$ cat src/rtl/cpu_io_bridge_pkg.sv
// Shared defaults and interrupt FSM encoding for the CPU I/O bridge.
package cpu_io_bridge_pkg;

  localparam int unsigned DataWDef   = 16;
  localparam int unsigned DepthDef   = 4;
  localparam int unsigned HoldoffDef = 2;

  typedef enum logic [1:0] {
    StIdle = 2'd0,
    StPend = 2'd1,
    StHold = 2'd2
  } irq_state_e;

endpackage

$ cat src/rtl/cpu_io_bridge_if.sv
// Core-side strobes and peripheral-side valid/ready streams of the bridge.
interface cpu_io_bridge_if
  import cpu_io_bridge_pkg::*;
#(
  parameter int unsigned DATA_W = DataWDef
);

  logic [DATA_W-1:0] cpu_data_out;
  logic              cpu_wr;
  logic              cpu_rd;
  logic [DATA_W-1:0] cpu_data_in;
  logic              interrupt;
  logic [DATA_W-1:0] ext_in_data;
  logic              ext_in_valid;
  logic              ext_in_ready;
  logic [DATA_W-1:0] ext_out_data;
  logic              ext_out_valid;
  logic              ext_out_ready;
  logic              tx_overflow;
  logic              rx_underflow;

  // Environment side: drives core strobes and peripheral streams.
  modport master (
    output cpu_data_out, cpu_wr, cpu_rd, ext_in_data, ext_in_valid, ext_out_ready,
    input  cpu_data_in, interrupt, ext_in_ready, ext_out_data, ext_out_valid,
           tx_overflow, rx_underflow
  );

  // Bridge side.
  modport slave (
    input  cpu_data_out, cpu_wr, cpu_rd, ext_in_data, ext_in_valid, ext_out_ready,
    output cpu_data_in, interrupt, ext_in_ready, ext_out_data, ext_out_valid,
           tx_overflow, rx_underflow
  );

endinterface

$ cat src/rtl/cpu_io_bridge_io_fifo.sv
// Synchronous FIFO with head-of-queue output; pointers wrap modulo Depth (power of two).
module io_fifo #(
  parameter int unsigned Width = 16,
  parameter int unsigned Depth = 4
) (
  input  logic                       clk_i,
  input  logic                       rst_i,
  input  logic                       push_i,
  input  logic [Width-1:0]           wdata_i,
  input  logic                       pop_i,
  output logic                       full_o,
  output logic                       empty_o,
  output logic [$clog2(Depth+1)-1:0] count_o,
  output logic [Width-1:0]           head_o
);

  localparam int unsigned AddrW = $clog2(Depth);
  localparam int unsigned CntW  = $clog2(Depth + 1);
  localparam logic [AddrW-1:0] PtrOne  = 1;
  localparam logic [CntW-1:0]  CntOne  = 1;
  localparam logic [CntW-1:0]  CntFull = CntW'(Depth);

  logic [Width-1:0] mem_q [Depth];
  logic [AddrW-1:0] wr_ptr_q, wr_ptr_d, rd_ptr_q, rd_ptr_d;
  logic [CntW-1:0]  count_q, count_d;
  logic             do_push, do_pop;

  assign full_o  = (count_q == CntFull);
  assign empty_o = (count_q == '0);
  assign count_o = count_q;
  assign head_o  = mem_q[rd_ptr_q];

  // Accept/remove words only when legal as seen before the edge.
  always_comb begin
    do_push  = push_i && !full_o;
    do_pop   = pop_i && !empty_o;
    wr_ptr_d = do_push ? wr_ptr_q + PtrOne : wr_ptr_q;
    rd_ptr_d = do_pop ? rd_ptr_q + PtrOne : rd_ptr_q;
    count_d  = count_q;
    unique case ({do_push, do_pop})
      2'b10:   count_d = count_q + CntOne;
      2'b01:   count_d = count_q - CntOne;
      default: count_d = count_q;
    endcase
  end

  // Storage and pointer registers; reset empties the queue.
  always_ff @(posedge clk_i or posedge rst_i) begin
    if (rst_i) begin
      mem_q    <= '{default: '0};
      wr_ptr_q <= '0;
      rd_ptr_q <= '0;
      count_q  <= '0;
    end else begin
      if (do_push) mem_q[wr_ptr_q] <= wdata_i;
      wr_ptr_q <= wr_ptr_d;
      rd_ptr_q <= rd_ptr_d;
      count_q  <= count_d;
    end
  end

endmodule

$ cat src/rtl/cpu_io_bridge.sv
// CPU <-> peripheral bridge: RX/TX FIFOs, sticky error flags and an interrupt
// FSM with a post-acknowledge holdoff.
module cpu_io_bridge
  import cpu_io_bridge_pkg::*;
#(
  parameter int unsigned DATA_W  = DataWDef,
  parameter int unsigned DEPTH   = DepthDef,
  parameter int unsigned HOLDOFF = HoldoffDef
) (
  input  logic           clk,
  input  logic           reset,
  cpu_io_bridge_if.slave bus
);

  localparam int unsigned CntW  = $clog2(DEPTH + 1);
  localparam int unsigned HoldW = $clog2(HOLDOFF + 1);
  localparam logic [HoldW-1:0] HoldLast = HoldW'(HOLDOFF - 1);
  localparam logic [HoldW-1:0] HoldOne  = 1;

  logic              rx_full, rx_empty, tx_full, tx_empty;
  logic [CntW-1:0]   rx_count, tx_count;
  logic [DATA_W-1:0] rx_head, tx_head;
  logic              rx_pop_fire;
  logic              unused_cnt;

  irq_state_e        state_q, state_d;
  logic [HoldW-1:0]  hold_cnt_q, hold_cnt_d;
  logic              tx_ovf_q, rx_unf_q;

  // Occupancy is implied by empty/full; counts are kept for the interface only.
  assign unused_cnt = ^{rx_count, tx_count};

  io_fifo #(.Width(DATA_W), .Depth(DEPTH)) u_rx_fifo (
    .clk_i   (clk),
    .rst_i   (reset),
    .push_i  (bus.ext_in_valid && bus.ext_in_ready),
    .wdata_i (bus.ext_in_data),
    .pop_i   (bus.cpu_rd),
    .full_o  (rx_full),
    .empty_o (rx_empty),
    .count_o (rx_count),
    .head_o  (rx_head)
  );

  io_fifo #(.Width(DATA_W), .Depth(DEPTH)) u_tx_fifo (
    .clk_i   (clk),
    .rst_i   (reset),
    .push_i  (bus.cpu_wr),
    .wdata_i (bus.cpu_data_out),
    .pop_i   (bus.ext_out_ready),
    .full_o  (tx_full),
    .empty_o (tx_empty),
    .count_o (tx_count),
    .head_o  (tx_head)
  );

  // Ready is masked during reset so nothing is offered while the FIFO is held empty.
  assign bus.ext_in_ready  = !rx_full && !reset;
  assign bus.cpu_data_in   = rx_empty ? '0 : rx_head;
  assign bus.ext_out_valid = !tx_empty;
  assign bus.ext_out_data  = tx_head;
  assign bus.interrupt     = (state_q == StPend);
  assign bus.tx_overflow   = tx_ovf_q;
  assign bus.rx_underflow  = rx_unf_q;
  assign rx_pop_fire       = bus.cpu_rd && !rx_empty;

  // Interrupt next-state: raise on data, drop on acknowledge, hold off HOLDOFF cycles.
  always_comb begin
    state_d    = state_q;
    hold_cnt_d = hold_cnt_q;
    unique case (state_q)
      StIdle: if (!rx_empty) state_d = StPend;
      StPend: begin
        if (rx_pop_fire) begin
          state_d    = StHold;
          hold_cnt_d = '0;
        end
      end
      StHold: begin
        if (hold_cnt_q == HoldLast) begin
          state_d    = rx_empty ? StIdle : StPend;
          hold_cnt_d = '0;
        end else begin
          hold_cnt_d = hold_cnt_q + HoldOne;
        end
      end
      default: state_d = StIdle;
    endcase
  end

  // FSM, holdoff counter and sticky error flags.
  always_ff @(posedge clk or posedge reset) begin
    if (reset) begin
      state_q    <= StIdle;
      hold_cnt_q <= '0;
      tx_ovf_q   <= 1'b0;
      rx_unf_q   <= 1'b0;
    end else begin
      state_q    <= state_d;
      hold_cnt_q <= hold_cnt_d;
      tx_ovf_q   <= tx_ovf_q | (bus.cpu_wr && tx_full);
      rx_unf_q   <= rx_unf_q | (bus.cpu_rd && rx_empty);
    end
  end

endmodule

$ cat src/flat_wrapper.sv
// flat-port wrapper written by rule: the top's interface ports become plain ports
module cpu_io_bridge_flat import cpu_io_bridge_pkg::*;
#(
  parameter int unsigned DATA_W  = DataWDef,
  parameter int unsigned DEPTH   = DepthDef,
  parameter int unsigned HOLDOFF = HoldoffDef
)
  (clk, reset, bus_cpu_data_out, bus_cpu_wr, bus_cpu_rd, bus_ext_in_data, bus_ext_in_valid, bus_ext_out_ready, bus_cpu_data_in, bus_interrupt, bus_ext_in_ready, bus_ext_out_data, bus_ext_out_valid, bus_tx_overflow, bus_rx_underflow);
  cpu_io_bridge_if #(.DATA_W(DATA_W)) bus_i ();
  input  logic clk;
  input  logic reset;
  input wire logic [$bits(bus_i.cpu_data_out)-1:0] bus_cpu_data_out;
  input wire logic [$bits(bus_i.cpu_wr)-1:0] bus_cpu_wr;
  input wire logic [$bits(bus_i.cpu_rd)-1:0] bus_cpu_rd;
  input wire logic [$bits(bus_i.ext_in_data)-1:0] bus_ext_in_data;
  input wire logic [$bits(bus_i.ext_in_valid)-1:0] bus_ext_in_valid;
  input wire logic [$bits(bus_i.ext_out_ready)-1:0] bus_ext_out_ready;
  output wire logic [$bits(bus_i.cpu_data_in)-1:0] bus_cpu_data_in;
  output wire logic [$bits(bus_i.interrupt)-1:0] bus_interrupt;
  output wire logic [$bits(bus_i.ext_in_ready)-1:0] bus_ext_in_ready;
  output wire logic [$bits(bus_i.ext_out_data)-1:0] bus_ext_out_data;
  output wire logic [$bits(bus_i.ext_out_valid)-1:0] bus_ext_out_valid;
  output wire logic [$bits(bus_i.tx_overflow)-1:0] bus_tx_overflow;
  output wire logic [$bits(bus_i.rx_underflow)-1:0] bus_rx_underflow;
  assign bus_i.cpu_data_out = bus_cpu_data_out;
  assign bus_i.cpu_wr = bus_cpu_wr;
  assign bus_i.cpu_rd = bus_cpu_rd;
  assign bus_i.ext_in_data = bus_ext_in_data;
  assign bus_i.ext_in_valid = bus_ext_in_valid;
  assign bus_i.ext_out_ready = bus_ext_out_ready;
  assign bus_cpu_data_in = bus_i.cpu_data_in;
  assign bus_interrupt = bus_i.interrupt;
  assign bus_ext_in_ready = bus_i.ext_in_ready;
  assign bus_ext_out_data = bus_i.ext_out_data;
  assign bus_ext_out_valid = bus_i.ext_out_valid;
  assign bus_tx_overflow = bus_i.tx_overflow;
  assign bus_rx_underflow = bus_i.rx_underflow;
  cpu_io_bridge #(.DATA_W(DATA_W), .DEPTH(DEPTH), .HOLDOFF(HOLDOFF)) u_core (.clk(clk), .reset(reset), .bus(bus_i));
endmodule
$ cat config.mk
export PLATFORM = sky130hd
export DESIGN_NAME = cpu_io_bridge_flat
export DESIGN_NICKNAME = d
export VERILOG_FILES = /design/src/rtl/cpu_io_bridge_pkg.sv /design/src/rtl/cpu_io_bridge_if.sv /design/src/rtl/cpu_io_bridge_io_fifo.sv /design/src/rtl/cpu_io_bridge.sv /design/src/flat_wrapper.sv
export SDC_FILE = /design/constraint.sdc
export NUM_CORES = 1
export LEC_CHECK = 0
export CAP_MARGIN = 15
export CORE_MARGIN = 1.5
export CORE_UTILIZATION = 40
export CTS_CLUSTER_SIZE = 40
export DETAILED_ROUTE_END_ITERATION = 8
export PLACE_DENSITY = 0.71
export SETUP_SLACK_MARGIN = 0.2
export SLEW_MARGIN = 10
export SYNTH_ARGS = -nofsm -noshare
export SYNTH_HDL_FRONTEND = slang
export SYNTH_SLANG_ARGS = --single-unit
$ cat constraint.sdc
create_clock -name clk -period 6.6 [get_ports clk]
set_clock_uncertainty 0.15 [all_clocks]
set_input_delay 1.32 -clock clk [delete_from_list [all_inputs] [get_ports clk]]
set_output_delay 1.32 -clock clk [all_outputs]
set_load 0.02 [all_outputs]
* Word-level counts from Yosys, hierarchy flattened *
Cells that the tools add are included.

word-level totals
  bits in registers = 148
  bits in latches = 0
  RAM bits = 0
  ROM bits = 0
  logic and storage cells = 97
  memories = 0

cells by class
  add/sub/neg operators = 9
  multipliers = 0
  divide/modulo/power cells = 0
  magnitude comparators = 6
  eq/ne operators = 12
  shift-type cells = 0
  mux-type cells = 23
  bitwise operators = 6
  reduce and logical (&&, ||, !) cells = 23

operator list
  kind                 count
  $bwmux 64            2
  $mux 16              7
  $bmux 16 s2          2
  $demux 16 s2         2
  $ge 3x3->1 const B   4
  $not 2->3            4
  $pmux 3 s2           2
  $add 2x1->2 const B  5
  $logic_and 1x1->1    10
  $mux 2               5
  $eq 2x1->1 const B   4
  $add 3x1->3 const B  2
  $eq 2x2->1 const B   3
  $eq 3x3->1 const B   2
  $logic_not 3->1      2
  $lt 3x1->1 const B   2
  $pmux 2 s3           1
  $reduce_bool 2->1    3
  $sub 3x1->3 const B  2
  $logic_not 1->1      5
  $ne 2x1->1 const B   2
  $pmux 2 s2           1
  $reduce_and 3->1     1
  $logic_not 2->1      1
  other kinds (4)      5

* Longest topological paths before layout *
  depth after elaboration = 7
  depth in mapped cells = 9
  gate-level depth less buffers = 9

* Hierarchy *
Synthesis repeated with hierarchy kept, for this count alone.

second synthesis, totals
  cells, all modules = 430
  area total of the unflattened synthesis = 7,106.8 um^2

by module, submodules not included
  module         instances  cells an instance  area each (um^2)  sequential area each (um^2)
  io_fifo        2          193                3,357.0           1,776.7
  cpu_io_bridge  1          44                 392.9             150.1

* Worst setup path after synthesis *
OpenSTA, ideal clock, no wires.

  path type = input to output
  from = input reset
  to = output bus_ext_in_ready
  data arrival time = 1.796 ns
  data required time = 5.130 ns
  path slack = 3.334 ns
  stages on the path = 2
  cell sequence = clkbuf_1 > nor2_1

between the ends
  cells in the longest elaborated chain, start to end = 2

ends and longest elaborated chain
  element            RTL line             text
  from (decl)        flat_wrapper.sv:11   input logic reset;
  $logic_not 1->1    cpu_io_bridge.sv:58  assign bus.ext_in_ready = !rx_full && !reset;
  $logic_and 1x1->1  cpu_io_bridge.sv:58
  to (decl)          flat_wrapper.sv:20   output wire logic [$bits(bus_i.ext_in_ready)-1:0] bus_ext_in_ready;

Every way passes these cells.

* Final worst setup path *
Same ends and word-level chain as after synthesis.

==> results.tsv <==
metric	value	unit
share of cells above drive strength 1	0.410	
NetSw	1.51	mW
IO Count	75	
peak supply drop	306	uV
Post-DP HPWL	8620	um
Clk network pwr share	0.204	
Max-slew headroom	0.308	
Crit path buffers/inverters	2	
initial antenna violation count	0	
die width	133	um
CTS sink count	148	
combinational share of power	0.439	
CTS Hold Bufs	0	
Post-synth top flop	dfrtp_1	
Setup-failing EPs final	0	
number of global-route vias before repair	4235	
P&R area growth vs syn	23.3	%
TNS Setup	0	ns
area leader, netlist	dfrtp_1	
fin nets	557	
fmax	0.234	GHz
synth unique cells	34	
Pre-antenna DRT Iters	4	
number of buffers created by CTS	17	
crit end category	output port	
via/cell ratio	5.12	
EDFF count, synth	0	
slowest stage delay, CP	0.66	ns
Core Region	16500	um^2
# H-tree levels	4	
Setup Fix Bufs, Post-CTS	0	
min Tclk post-route	4.28	ns
PostCTS Resize Cnt	0	
fin crit share	0.648	
Max Root-Sink Buffers	2	
gpl congestion	0.676	
Worst Setup Start Kind	input pin	
drt first-iter violations	148	
Port Buffer Count	74	
Hold EP	u_core.bus.tx_overflow	
DR WL/cell	17.8	um
fin. max-slew vios	0	
Placed Area	7710	um^2
clk root buf	clkbuf_16	
post-route ant nets	0	
Seq pwr share	0.358	
ant diodes	0	
Remaining DRCs	0	
part of the Yosys area used for sequential elements	0.550	
clk_lat worst skew	0.41	ns
Die H	133	um
TritonCTS clock tree	built	
Crit Reg-Reg Startpoint	u_core.u_rx_fifo.count_o[0]	
Die Area	17600	um^2
HP Class	register to register	
critical path's slowest cell	clkdlybuf4s50_1	
WS Path Type	input pin to output port	
P_leak	3.46	nW
first-pass GRT wire length	22300	um
Pwr Total	4.71	mW
asr flop ratio synth	1.00	
clock slew at reported path FFs	0.06	ns
Crit path top cell by count	clkdlybuf4s50_1	
Tot GR Track Use	0.164	
cells on worst reg2reg path	9	
RSZ-0062 raised after global routing	false	
fillers	1396	
HP Start	u_core.bus.tx_overflow	
Synth area leaders	dfrtp_1 55%, mux2_2 22%, mux4_2 11%, ha_1 1.9%, nor2b_1 1.1%	
DR vias	3792	
final instance area	8310	um^2
synthesized net count	476	
crit path DAT	2.81	ns
Critical Path Fanout Max	7	
Cells after Synth	426	
final hold vios	0	
Mean Syn Cell Area	15.8	um^2
Slew @ Worst Pin	1.04	ns
Hold Path Depth	1	
critical path's top delay family	buffers and inverters	
flops & latches, synth	148	
r2r setup slk	4.13	ns
Routed WL	13100	um
CP required	5.13	ns
Initial Util	0.408	
Sw Share	0.322	
cell-internal power	3.19	mW
cell area power density	566	nW/um^2
Yosys top cell area share	0.550	
Ys Warns	0	
Max Cap Viol	0	
# rows	47	
status	finished clean	
Critical Path, Cell by Cell	clkdlybuf4s50_1 > nor2_1 > clkdlybuf4s50_1	
r2r endpoint	u_core.u_rx_fifo.count_o[2]	
pin count of the biggest net entering global routing	95	
cell area after synthesis	6740	um^2
total global routing overflow	0	
[power groups by stage]
stage,Sequential [mW],Clock [mW],Combinational [mW]
floorplan,1.56,0,1.49
global route,1.76,1.03,2.22
detailed placement,1.70,0,2.09
finish,1.68,0.958,2.06
global placement,1.66,0,2.04
CTS,1.69,0.984,2.10
[placed cells by master, fill, tap and decap left out, types with 2 or more instances in the layout]
cell	instances
nor2b_1	12
nor4bb_4	2
bufinv_16	2
buf_4	8
clkdlybuf4s50_1	74
nor3_2	3
inv_1	12
nor2_2	4
mux2_2	130
nand2b_1	2
mux4_2	32
a21o_1	3
fa_1	2
dfrtp_1	148
inv_6	2
xor2_1	5
mux2i_1	2
ha_1	10
o21ai_0	3
clkbuf_16	17
clkbuf_8	5
xnor2_1	7
nand2_1	10
and2b_1	5
nor2_1	3
clkinv_2	6
[layer usage]
metal	up-vias	track usage	wire length, um
met4	0	0.0513	157
li1	1705	-	-
met2	85	0.281	6740
met3	17	0.0590	679
met1	1985	0.192	5570
met5	-	0	0
[stage by stage]
step / util / hold WS (ns) / setup WS [ns] / std cells
6_report: 0.503 / 0.314 / 2.32 / 740
5_1_grt: 0.503 / 0.328 / 2.26 / 740
4_1_cts: 0.503 / 0.315 / 2.31 / 740
3_5_place_dp: 0.467 / 0.298 / 2.31 / 708
3_3_place_gp: 0.467 / 0.292 / 2.34 / 708
2_1_floorplan: - / 0.311 / 0.968 / 426
[state kept, by name, summed over array words and instances (netlist names)]
signal and cells:
u_core.u_tx_fifo.rd_ptr_q 2, u_core.hold_cnt_q 2, u_core.u_tx_fifo.count_o 3, u_core.u_rx_fifo.rd_ptr_q 2
u_core.u_tx_fifo.mem_q 64, u_core.bus.rx_underflow 1, u_core.u_tx_fifo.wr_ptr_q 2, u_core.bus.tx_overflow 1
u_core.state_q 2, u_core.u_rx_fifo.wr_ptr_q 2, u_core.u_rx_fifo.count_o 3, u_core.u_rx_fifo.mem_q 64
[Yosys cell counts (4+ instances only)]
cell type    n
nor2_2       4
inv_1       13
xnor2_1      7
buf_6        6
mux2_2     130
xor2_1       5
mux4_2      32
ha_1        10
nand2_1     10
clkbuf_1     4
dfrtp_1    148
buf_2        7
nor2b_1     12
and2b_1      5
[area by class of cell]
type | instances | area (um^2) | area share
Sequential cell | 148 | 3700 | 0.446
Multi-Input combinational cell | 245 | 2880 | 0.346
Timing Repair Buffer | 82 | 801 | 0.0964
Clock buffer | 23 | 498 | 0.0599
Tap cell | 220 | 275 | 0.0331
Clock inverter | 9 | 98.8 | 0.0119
Inverter | 13 | 53.8 | 0.00647
[cell families (layout without fill, tap and decap cells)]
| logic type | after synthesis | in the layout | synth area share |
|---|---|---|---|
| DFF | 148 | 148 | 0.550 |
| xor gates and xnor gates | 12 | 12 | 0.0156 |
| and+or+nand+nor | 47 | 47 | 0.0449 |
| buffers and inverters | 33 | 127 | 0.0280 |
| adders and majority gates | 12 | 12 | 0.0245 |
| muxes | 164 | 164 | 0.327 |
| AOI/OAI and AO/OA | 10 | 10 | 0.00984 |
[how the worst max path moves through the flow]
stage | from | to | slack, ns | cells past startpoint
after floorplan | reset | u_core.bus.rx_underflow | 0.97 | 2
after global placement | reset | bus_ext_in_ready | 2.34 | 3
after detailed placement | reset | bus_ext_in_ready | 2.31 | 3
after CTS | reset | bus_ext_in_ready | 2.31 | 3
after global routing | reset | bus_ext_in_ready | 2.26 | 3
final | reset | bus_ext_in_ready | 2.32 | 3
Note: power is estimated with default switching activity, not from simulation.
